===== config.mk =====
export PLATFORM = sky130hd
export DESIGN_NAME = fetch_pc_sequencer_flat
export DESIGN_NICKNAME = d
export VERILOG_FILES = /design/src/rtl/fetch_pc_sequencer_if.sv /design/src/rtl/fetch_pc_sequencer.sv /design/src/flat_wrapper.sv
export SDC_FILE = /design/constraint.sdc
export NUM_CORES = 1
export LEC_CHECK = 0
export CAP_MARGIN = 25
export CORE_AREA = 2 2 152 154
export CTS_BUF_LIST = sky130_fd_sc_hd__clkbuf_2
export DETAILED_ROUTE_END_ITERATION = 10
export DIE_AREA = 0 0 154 156
export DONT_BUFFER_PORTS = 1
export PLACE_DENSITY = 0.72
export SKIP_LAST_GASP = 1
export SYNTH_ARGS = -nofsm -noshare
export SYNTH_HDL_FRONTEND = slang
export SYNTH_SLANG_ARGS = --single-unit

===== constraint.sdc =====
create_clock -name clk_in -period 3.5 [get_ports clk_in]
set_input_delay 0.35 -clock clk_in [delete_from_list [all_inputs] [get_ports clk_in]]
set_output_delay 0.35 -clock clk_in [all_outputs]
set_load 0.03 [all_outputs]

===== src/rtl/fetch_pc_sequencer_if.sv =====
// Fetch PC sequencer bus: groups the redirect, interrupt and fetch-address
// signals exchanged between the execute/predict side and the fetch stage.
//   master : drives stall/redirect/interrupt requests, observes PC outputs
//   slave  : the sequencer itself
interface fetch_pc_sequencer_if;
   logic        stall_in;
   logic        branch_taken_in;
   logic [63:0] branch_pc_in;
   logic        pred_taken_in;
   logic [63:0] pred_pc_in;
   logic        irq_in;
   logic [63:0] irq_vector_in;
   logic        mret_in;
   logic [63:0] pc_out;
   logic [63:0] instr_address_out;
   logic [63:0] epc_out;
   logic        in_handler_out;
   logic        flush_out;

   modport master (
      output stall_in, branch_taken_in, branch_pc_in, pred_taken_in, pred_pc_in,
             irq_in, irq_vector_in, mret_in,
      input  pc_out, instr_address_out, epc_out, in_handler_out, flush_out
   );

   modport slave (
      input  stall_in, branch_taken_in, branch_pc_in, pred_taken_in, pred_pc_in,
             irq_in, irq_vector_in, mret_in,
      output pc_out, instr_address_out, epc_out, in_handler_out, flush_out
   );
endinterface


===== src/rtl/fetch_pc_sequencer.sv =====
// Fetch program-counter sequencer.
// Picks the next fetch PC each cycle by fixed priority: interrupt entry/return,
// execute redirect, pending (stall-captured) redirect, prediction, sequential.
// Holds the PC while stalled and keeps one pending redirect captured during
// the stall. Saves/restores the interrupted PC around a single-level handler.
// Ports:
//   clk_in   : clock, rising edge
//   rst_n_in : asynchronous active-low reset
//   bus      : slave side of fetch_pc_sequencer_if (requests in, PC/epc/flush out)
//
// state   | meaning
// IDLE    | normal fetch, interrupts accepted
// ENTER   | first handler cycle, flush pulse from the vector load
// HANDLER | servicing interrupt, irq ignored, waiting for mret
// RETURN  | first cycle back at the saved PC, flush pulse, no irq accepted yet
module fetch_pc_sequencer #(
   parameter logic [63:0] RESET_PC = 64'h0,
   parameter logic [63:0] PC_STEP  = 64'd4
) (
   input logic                   clk_in,
   input logic                   rst_n_in,
   fetch_pc_sequencer_if.slave   bus
);

   typedef enum logic [1:0] {
      IDLE    = 2'd0,
      ENTER   = 2'd1,
      HANDLER = 2'd2,
      RETURN  = 2'd3
   } state_t;

   state_t      state, state_nxt;
   logic [63:0] pc, pc_nxt;
   logic [63:0] epc, epc_nxt;
   logic [63:0] pend_pc, pend_pc_nxt;
   logic        pend_vld, pend_vld_nxt;
   logic        pend_br, pend_br_nxt;
   logic        flush, flush_nxt;
   logic        enter_act;
   logic        ret_act;

   // The entry/return transfer happens on the edge that leaves IDLE/HANDLER;
   // ENTER and RETURN are the cycles that follow, while the flush is visible.
   assign enter_act = (state == IDLE) && bus.irq_in;
   assign ret_act   = (state == HANDLER) && bus.mret_in;

   always_ff @(posedge clk_in or negedge rst_n_in) begin
      if (!rst_n_in) begin
         state    <= IDLE;
         pc       <= RESET_PC;
         epc      <= 64'h0;
         pend_pc  <= 64'h0;
         pend_vld <= 1'b0;
         pend_br  <= 1'b0;
         flush    <= 1'b0;
      end else begin
         state    <= state_nxt;
         pc       <= pc_nxt;
         epc      <= epc_nxt;
         pend_pc  <= pend_pc_nxt;
         pend_vld <= pend_vld_nxt;
         pend_br  <= pend_br_nxt;
         flush    <= flush_nxt;
      end
   end

   always_comb begin
      state_nxt    = state;
      pc_nxt       = pc + PC_STEP;
      epc_nxt      = epc;
      pend_pc_nxt  = pend_pc;
      pend_vld_nxt = pend_vld;
      pend_br_nxt  = pend_br;
      flush_nxt    = 1'b0;

      case (state)
         IDLE:    if (enter_act) state_nxt = ENTER;
         ENTER:   state_nxt = HANDLER;
         HANDLER: if (ret_act) state_nxt = RETURN;
         RETURN:  state_nxt = IDLE;
         default: state_nxt = IDLE;
      endcase

      if (enter_act) begin
         epc_nxt      = pc;
         pc_nxt       = bus.irq_vector_in;
         flush_nxt    = 1'b1;
         pend_vld_nxt = 1'b0;
         pend_br_nxt  = 1'b0;
      end else if (ret_act) begin
         pc_nxt       = epc;
         flush_nxt    = 1'b1;
         pend_vld_nxt = 1'b0;
         pend_br_nxt  = 1'b0;
      end else if (bus.stall_in) begin
         pc_nxt = pc;
         // A resolved branch always wins the slot; a prediction never
         // displaces a captured branch.
         if (bus.branch_taken_in) begin
            pend_vld_nxt = 1'b1;
            pend_br_nxt  = 1'b1;
            pend_pc_nxt  = bus.branch_pc_in;
         end else if (bus.pred_taken_in && !(pend_vld && pend_br)) begin
            pend_vld_nxt = 1'b1;
            pend_br_nxt  = 1'b0;
            pend_pc_nxt  = bus.pred_pc_in;
         end
      end else if (bus.branch_taken_in) begin
         pc_nxt       = bus.branch_pc_in;
         flush_nxt    = 1'b1;
         pend_vld_nxt = 1'b0;
         pend_br_nxt  = 1'b0;
      end else if (pend_vld) begin
         pc_nxt       = pend_pc;
         flush_nxt    = 1'b1;
         pend_vld_nxt = 1'b0;
         pend_br_nxt  = 1'b0;
      end else if (bus.pred_taken_in) begin
         pc_nxt    = bus.pred_pc_in;
         flush_nxt = 1'b1;
      end
   end

   assign bus.pc_out            = pc;
   assign bus.instr_address_out = {2'b00, pc[63:2]};
   assign bus.epc_out           = epc;
   assign bus.in_handler_out    = (state == ENTER) || (state == HANDLER);
   assign bus.flush_out         = flush;

endmodule


===== src/flat_wrapper.sv =====
// flat-port wrapper written by rule: the top's interface ports become plain ports
module fetch_pc_sequencer_flat 
#(
   parameter logic [63:0] RESET_PC = 64'h0,
   parameter logic [63:0] PC_STEP  = 64'd4
)
  (clk_in, rst_n_in, bus_stall_in, bus_branch_taken_in, bus_branch_pc_in, bus_pred_taken_in, bus_pred_pc_in, bus_irq_in, bus_irq_vector_in, bus_mret_in, bus_pc_out, bus_instr_address_out, bus_epc_out, bus_in_handler_out, bus_flush_out);
  fetch_pc_sequencer_if bus_i ();
  input logic clk_in;
  input logic rst_n_in;
  input wire logic [$bits(bus_i.stall_in)-1:0] bus_stall_in;
  input wire logic [$bits(bus_i.branch_taken_in)-1:0] bus_branch_taken_in;
  input wire logic [$bits(bus_i.branch_pc_in)-1:0] bus_branch_pc_in;
  input wire logic [$bits(bus_i.pred_taken_in)-1:0] bus_pred_taken_in;
  input wire logic [$bits(bus_i.pred_pc_in)-1:0] bus_pred_pc_in;
  input wire logic [$bits(bus_i.irq_in)-1:0] bus_irq_in;
  input wire logic [$bits(bus_i.irq_vector_in)-1:0] bus_irq_vector_in;
  input wire logic [$bits(bus_i.mret_in)-1:0] bus_mret_in;
  output wire logic [$bits(bus_i.pc_out)-1:0] bus_pc_out;
  output wire logic [$bits(bus_i.instr_address_out)-1:0] bus_instr_address_out;
  output wire logic [$bits(bus_i.epc_out)-1:0] bus_epc_out;
  output wire logic [$bits(bus_i.in_handler_out)-1:0] bus_in_handler_out;
  output wire logic [$bits(bus_i.flush_out)-1:0] bus_flush_out;
  assign bus_i.stall_in = bus_stall_in;
  assign bus_i.branch_taken_in = bus_branch_taken_in;
  assign bus_i.branch_pc_in = bus_branch_pc_in;
  assign bus_i.pred_taken_in = bus_pred_taken_in;
  assign bus_i.pred_pc_in = bus_pred_pc_in;
  assign bus_i.irq_in = bus_irq_in;
  assign bus_i.irq_vector_in = bus_irq_vector_in;
  assign bus_i.mret_in = bus_mret_in;
  assign bus_pc_out = bus_i.pc_out;
  assign bus_instr_address_out = bus_i.instr_address_out;
  assign bus_epc_out = bus_i.epc_out;
  assign bus_in_handler_out = bus_i.in_handler_out;
  assign bus_flush_out = bus_i.flush_out;
  fetch_pc_sequencer #(.RESET_PC(RESET_PC), .PC_STEP(PC_STEP)) u_core (.clk_in(clk_in), .rst_n_in(rst_n_in), .bus(bus_i));
endmodule

After elaboration in Yosys (flattened, before gate mapping)
Cells that the tools add are included.
Widths: inputs -> output; s select.
{"block": "classes", "add_sub_neg": 1, "mul": 0, "div": 0, "order_cmp": 0, "eq_ne": 7, "n_shift": 0, "mux": 29, "n_bitwise": 2, "reduce_logical": 12}
{"op": "$mux 64", "count": 8}
{"op": "$add 64x3->64 const B", "count": 1}
{"op": "$mux 1", "count": 18}
{"op": "$pmux 2 s4", "count": 1}
{"op": "$ne 5x1->1 const B", "count": 1}
{"op": "$reduce_bool 5->1", "count": 1}
{"op": "$eq 2x2->1 const B", "count": 2}
{"op": "$logic_and 1x1->1", "count": 4}
{"op": "$mux 2", "count": 2}
{"op": "$ne 2x1->1 const B", "count": 2}
{"op": "$reduce_and 2->1", "count": 2}
{"op": "$reduce_and 4->1", "count": 1}
{"op": "$ne 3x1->1 const B", "count": 1}
{"op": "$eq 2x1->1 const B", "count": 1}
{"op": "$logic_not 2->1", "count": 1}
{"op": "$not 1->1", "count": 2}
{"op": "$reduce_bool 2->1", "count": 1}
{"op": "$logic_not 1->1", "count": 1}
{"op": "$logic_or 1x1->1", "count": 1}
{"block": "word_totals", "regBits": 197, "latch_bits": 0, "ramBits": 0, "romBits": 0, "input_bits": 199, "output_inout_bits": 194, "n_memories": 0}

Longest topological paths before layout
{"block": "depth", "word_depth": 8, "mapped_depth": 11, "depth_no_buf": 8}

Worst setup path after synthesis
No wires, ideal clock.
{"block": "synth_path", "path_kind": "reg2reg", "from": "register u_core.pc[12], in the netlist u_core.bus.pc_out[12]", "to": "register u_core.pc[32], in the netlist u_core.bus.pc_out[32]", "t_arrival_ns": 2.535, "t_required_ns": 3.358, "setup_slack_ns": 0.823, "path_stages_with_launch": 8, "path_buffers": 1, "synth_period_minus_slack_ns": 2.677, "path_cell_list": "dfrtp_1 -> nand4_4 -> or4_4 -> buf_6 -> nor4_1 -> mux2_2 -> o2111ai_1 -> o2111ai_1"}
{"block": "synth_via", "elab_chain_len": 7}
{"item": "start, declared", "line_no": "fetch_pc_sequencer.sv:33", "rtl": "logic [63:0] pc, pc_nxt;"}
{"item": "start signal, assigned", "line_no": "fetch_pc_sequencer.sv:58", "rtl": "pc <= pc_nxt;"}
{"item": "$add 64x3->64", "line_no": "fetch_pc_sequencer.sv:69", "rtl": "pc_nxt = pc + PC_STEP;"}
{"item": "$mux 64", "line_no": "fetch_pc_sequencer.sv:118", "rtl": "end else if (bus.pred_taken_in) begin"}
{"item": "$mux 64", "line_no": "fetch_pc_sequencer.sv:113", "rtl": "end else if (pend_vld) begin"}
{"item": "$mux 64", "line_no": "fetch_pc_sequencer.sv:108", "rtl": "end else if (bus.branch_taken_in) begin"}
{"item": "$mux 64", "line_no": "fetch_pc_sequencer.sv:95", "rtl": "end else if (bus.stall_in) begin"}
{"item": "$mux 64", "line_no": "fetch_pc_sequencer.sv:90", "rtl": "end else if (ret_act) begin"}
{"item": "$mux 64", "line_no": "fetch_pc_sequencer.sv:84", "rtl": "if (enter_act) begin"}
Every way passes these cells. The select of a mux whose other input is x is not followed.
A chain may end at the register's enable or synchronous reset.

Worst setup path in the final report
{"block": "layout_path", "from": "register u_core.state[0]", "to": "register u_core.pc[25], in the netlist u_core.bus.pc_out[25]"}
{"block": "layout_via", "elab_chain_len": 4, "word_cells_on_any_way": 7}
{"item": "start, declared", "line_no": "fetch_pc_sequencer.sv:32", "rtl": "state_t state, state_nxt;"}
{"item": "start signal, assigned", "line_no": "fetch_pc_sequencer.sv:57", "rtl": "state <= state_nxt;"}
{"item": "$eq 2x2->1", "line_no": "fetch_pc_sequencer.sv:45", "rtl": "assign ret_act = (state == HANDLER) && bus.mret_in;"}
{"item": "$logic_and 1x1->1", "line_no": "fetch_pc_sequencer.sv:45"}
{"item": "$mux 64", "line_no": "fetch_pc_sequencer.sv:90"}
{"item": "$mux 64", "line_no": "fetch_pc_sequencer.sv:84"}
Several ways; a longest one is shown, not always the timed one.

==> summary.md <==
| Metric | Value |
|---|---|
| Most frequent cells in the layout | `342 x nand2_1, 277 x dlygate4sd3_1, 205 x o21ai_0, 193 x dfrtp_1, 87 x a21oi_1` |
| Critical Path RT | `4.23 ns` |
| Largest net degree at the start of global routing | `slightly below 200` |
| Comb power frac | `approximately half` |
| Unrepaired setup endpoints after global routing | `yes` |
| Critical Path Fanout Max | `31` |
| Worst vdd ir | `slightly above 0.0005 V` |
| Achievable Freq | `between 200 and 300 MHz` |
| Minimum clock period | `3.44 ns` |
| Hold Path Class | `input pin to asynchronous set/reset pin` |
| Sequential element share of the synthesized area | `between 30% and 40%` |
| Root Buffer | `clkbuf_2` |
| Avg Vias per Cell | `just under 7` |
| Final Max Tran Viols | `0` |
| Slew HR | `between 30% and 40%` |
| Period utilization | `a little over nine tenths` |
| Area of the multi-input gates | `between 6000 and 7000 um^2` |
| Syn avg cell area | `around 8.1 um^2` |
| # clock sinks | `197` |
| # Max-Cap Violations | `0` |
| Clock-pin slew on the worst setup and hold paths | `0.34 ns` |
| Die ar. | `between 20000 and 25000 um^2` |
| Nets | `1954` |
| Setup TNS | `0 ns` |
| Clk_lat worst skew | `just over 0.8 ns` |
| Die Ht | `between 150 and 200 um` |
| Internal power | `6.05 mW` |
| FF+latch area | `4940 um^2` |
| DR DRC count | `0` |
| Placer Congestion | `about 0.93` |
| Fin. Hold Viols | `197` |
| Power Density | `855 nW/um^2` |
| Failing checks | `hold timing` |
| Synth Register Bits | `a little under 200` |
| Skew final | `0.0630 ns` |
| Setup-failing EPs final | `0` |
| Clock Path Buffers | `2` |
| Row count | `55` |
| CTS tree | `done` |
| I/O pin count | `~390` |
| LEAKAGE | `~6.8 nW` |
| Initial Utilization | `between 50% and 60%` |
| Hold Slack | `-0.857 ns` |
| Crit end category | `flip-flop` |
| Status | `finished, violations left` |
| CTS Hold Bufs | `approximately 280` |
| CTS H-Tree Depth | `4` |
| Gr usage total | `43.5%` |
| Most used DFF post-synth | `dfrtp_1` |
| Vias in the first global route | `between 10000 and 15000` |
| Share of total power in sequential cells | `just over 40%` |
| Mapped Cells | `1563` |
| Actual slew at the worst max-slew pin | `between 0.9 and 1 ns` |
| IO buf count | `0` |
| TritonRoute pass-1 iters | `6` |
| Cell area after synthesis | `~13000 um^2` |
| Routed vias | `about 14000` |
| Crit path DAT | `4.18 ns` |
| First-pass GRT wire length | `a little over 80 mm` |
| Post-DP HPWL | `31.9 mm` |
| Area grow syn2layout | `24.7%` |
| Grt total ovfl | `0` |
| Leading cell type in the layout, fill and taps excluded | `nand2_1` |
| Total wire length | `approximately 53 mm` |
| Ys Warns | `0` |
| Post-route total power | `~13 mW` |
| Asr flop ratio synth | `100%` |
| CTS Buf Count | `17` |
| Antenna viol nets, final | `0` |
| Die width | `between 150 and 200 um` |
| EDFF count, synth | `0` |
| WL/cell | `around 26 um` |
| Sw Ratio | `between 50% and 60%` |
| Fillers | `1731` |
| Fraction of layout cells with a size suffix above 1 | `about 7.8%` |
| Crit path kind | `flip-flop to flip-flop` |
| Cell variety after synth | `between 60 and 70` |
| DR iter-0 viols | `1902` |
| Switching power | `between 7 and 8 mW` |
| Initial antenna violation count | `1` |
| Core area | `22400 um^2` |
| Clock power frac | `under 10%` |
| Critical path startpoint category | `flip-flop` |
## worst paths after layout
path | from | end | slack, ns | cells after the start
worst max-delay path | u_core.state[0] | u_core.bus.pc_out[25] | 0.06 | 10
worst min-delay path | rst_n_in | u_core.bus.epc_out[20] | -0.86 | 0
worst max register to register | u_core.state[0] | u_core.bus.pc_out[25] | 0.06 | 10
worst min register to register | u_core.pend_pc[10] | u_core.pend_pc[10] | 0.53 | 2
max in group asynchronous | rst_n_in | u_core.pend_vld | 3.85 | 0
min in group clk_in | bus_mret_in | u_core.bus.pc_out[40] | 0.02 | 3
## synth_stat cells (all sizes together) (3+ instances only)
master     n  area share, %
nand3b     5           0.30
a211oi     9           0.54
a21oi     87            3.5
o21ai    212            8.4
nor3b      6           0.36
dfrtp    197             39
nor4      14           0.86
a221o      9           0.72
xnor2     25            1.7
xor2       8           0.56
and4      11           0.76
buf       88            4.7
a311oi     5           0.35
o211ai    13           0.77
o211a      5           0.40
o31a       4           0.28
a2111oi    4           0.28
o2bb2ai    3           0.21
o311ai     6           0.42
a21o       7           0.42
a222oi     3           0.24
o31ai      8           0.48
nor2      63            1.9
or4        4           0.30
a31oi      6           0.30
nand2b     3           0.15
a22o       7           0.49
ha         4           0.40
mux2i     69            5.5
o221ai     3           0.21
o22ai      4           0.20
nor2b     11           0.55
nand4     26            1.5
nor3      34            1.6
nand3     36            1.4
inv       21           0.63
a22oi     14           0.83
a221oi    49            3.4
and2       4           0.20
nand2    344             10
and3      13           0.65
clkbuf    99            3.0
## through the flow
| step | utilization (%) | instances | instance area (um^2) | worst slack (ns) |
|---|---|---|---|---|
| finish | 70.2 | 2050 | 15700 | 0.0564 |
| global route | 70.2 | 2050 | 15700 | -0.0727 |
| CTS | 70.1 | 2048 | 15700 | 0.0241 |
| detailed placement | 56.5 | 1737 | 12600 | 0.784 |
| global placement | 56.5 | 1737 | 12600 | 0.834 |
| floorplan | - | 1564 | 12600 | 0.823 |
## registers in the layout, summed over array words and instances, names as in the netlist
| signal | count |
|---|---|
| u_core.bus.flush_out | 1 |
| u_core.pend_vld | 1 |
| u_core.pend_br | 1 |
| u_core.state | 2 |
| u_core.pend_pc | 64 |
| u_core.bus.pc_out | 64 |
| u_core.bus.epc_out | 64 |
## worst max-delay path: stages, from the launching register on
cell and delay, ns:
dfrtp_1 0.45, inv_1 0.11, ha_1 0.32, a21bo_4 0.43, nor2_4 0.03, buf_4 0.23, buf_4 0.29, a221oi_1 0.28
dlygate4sd3_1 0.61, o21ai_0 0.08, dlygate4sd3_1 0.55
## power groups by stage
| stage | Combinational, mW | Sequential [mW] | Clock [mW] |
|---|---|---|---|
| after floorplan | 4.07 | 5.62 | 0 |
| after global placement | 5.47 | 5.39 | 0 |
| after detailed placement | 5.58 | 5.43 | 0 |
| after CTS | 6.54 | 5.37 | 1.17 |
| after global routing | 7.26 | 5.56 | 1.27 |
| final | 6.79 | 5.47 | 1.18 |
## per-layer routing
layer	GRT usage, %	routed length, um	vias up
met5	0	0	-
li1	-	-	5918
met2	69.2	24000	1088
met1	52.7	19300	6657
met4	27.0	3550	0
met3	12.1	6160	261
## layout make-up
class	instances	share of cell area [%]
timing repair buffer	355	21.7
clock inverter	14	0.892
tap	285	2.27
clock buffer	18	0.573
antenna	1	0.0159
inverter	21	0.502
multi-input combinational	1159	42.6
sequential	197	31.4
## logic make-up (layout without fill, tap and decap cells)
family	after synthesis	in the layout	synth area share (%)
flip-flops	197	197	39.1
XOR/XNOR	33	33	2.29
other	1	3	0.0298
multiplexers	70	70	5.57
AND/OR/NAND/NOR	581	581	21.1
buffers and inverters	208	408	8.26
adder cells (fa/ha/maj)	4	4	0.397
AO/OA/AOI/OAI	469	469	23.2
## what timing repair did
item | in CTS | in global routing
endpoints found under the hold margin | 338 | 197
setup endpoints to repair | 0 | 10
resized for setup | 0 | 7
buffers inserted | 0 | 1
(Power assumes the default switching activity.)
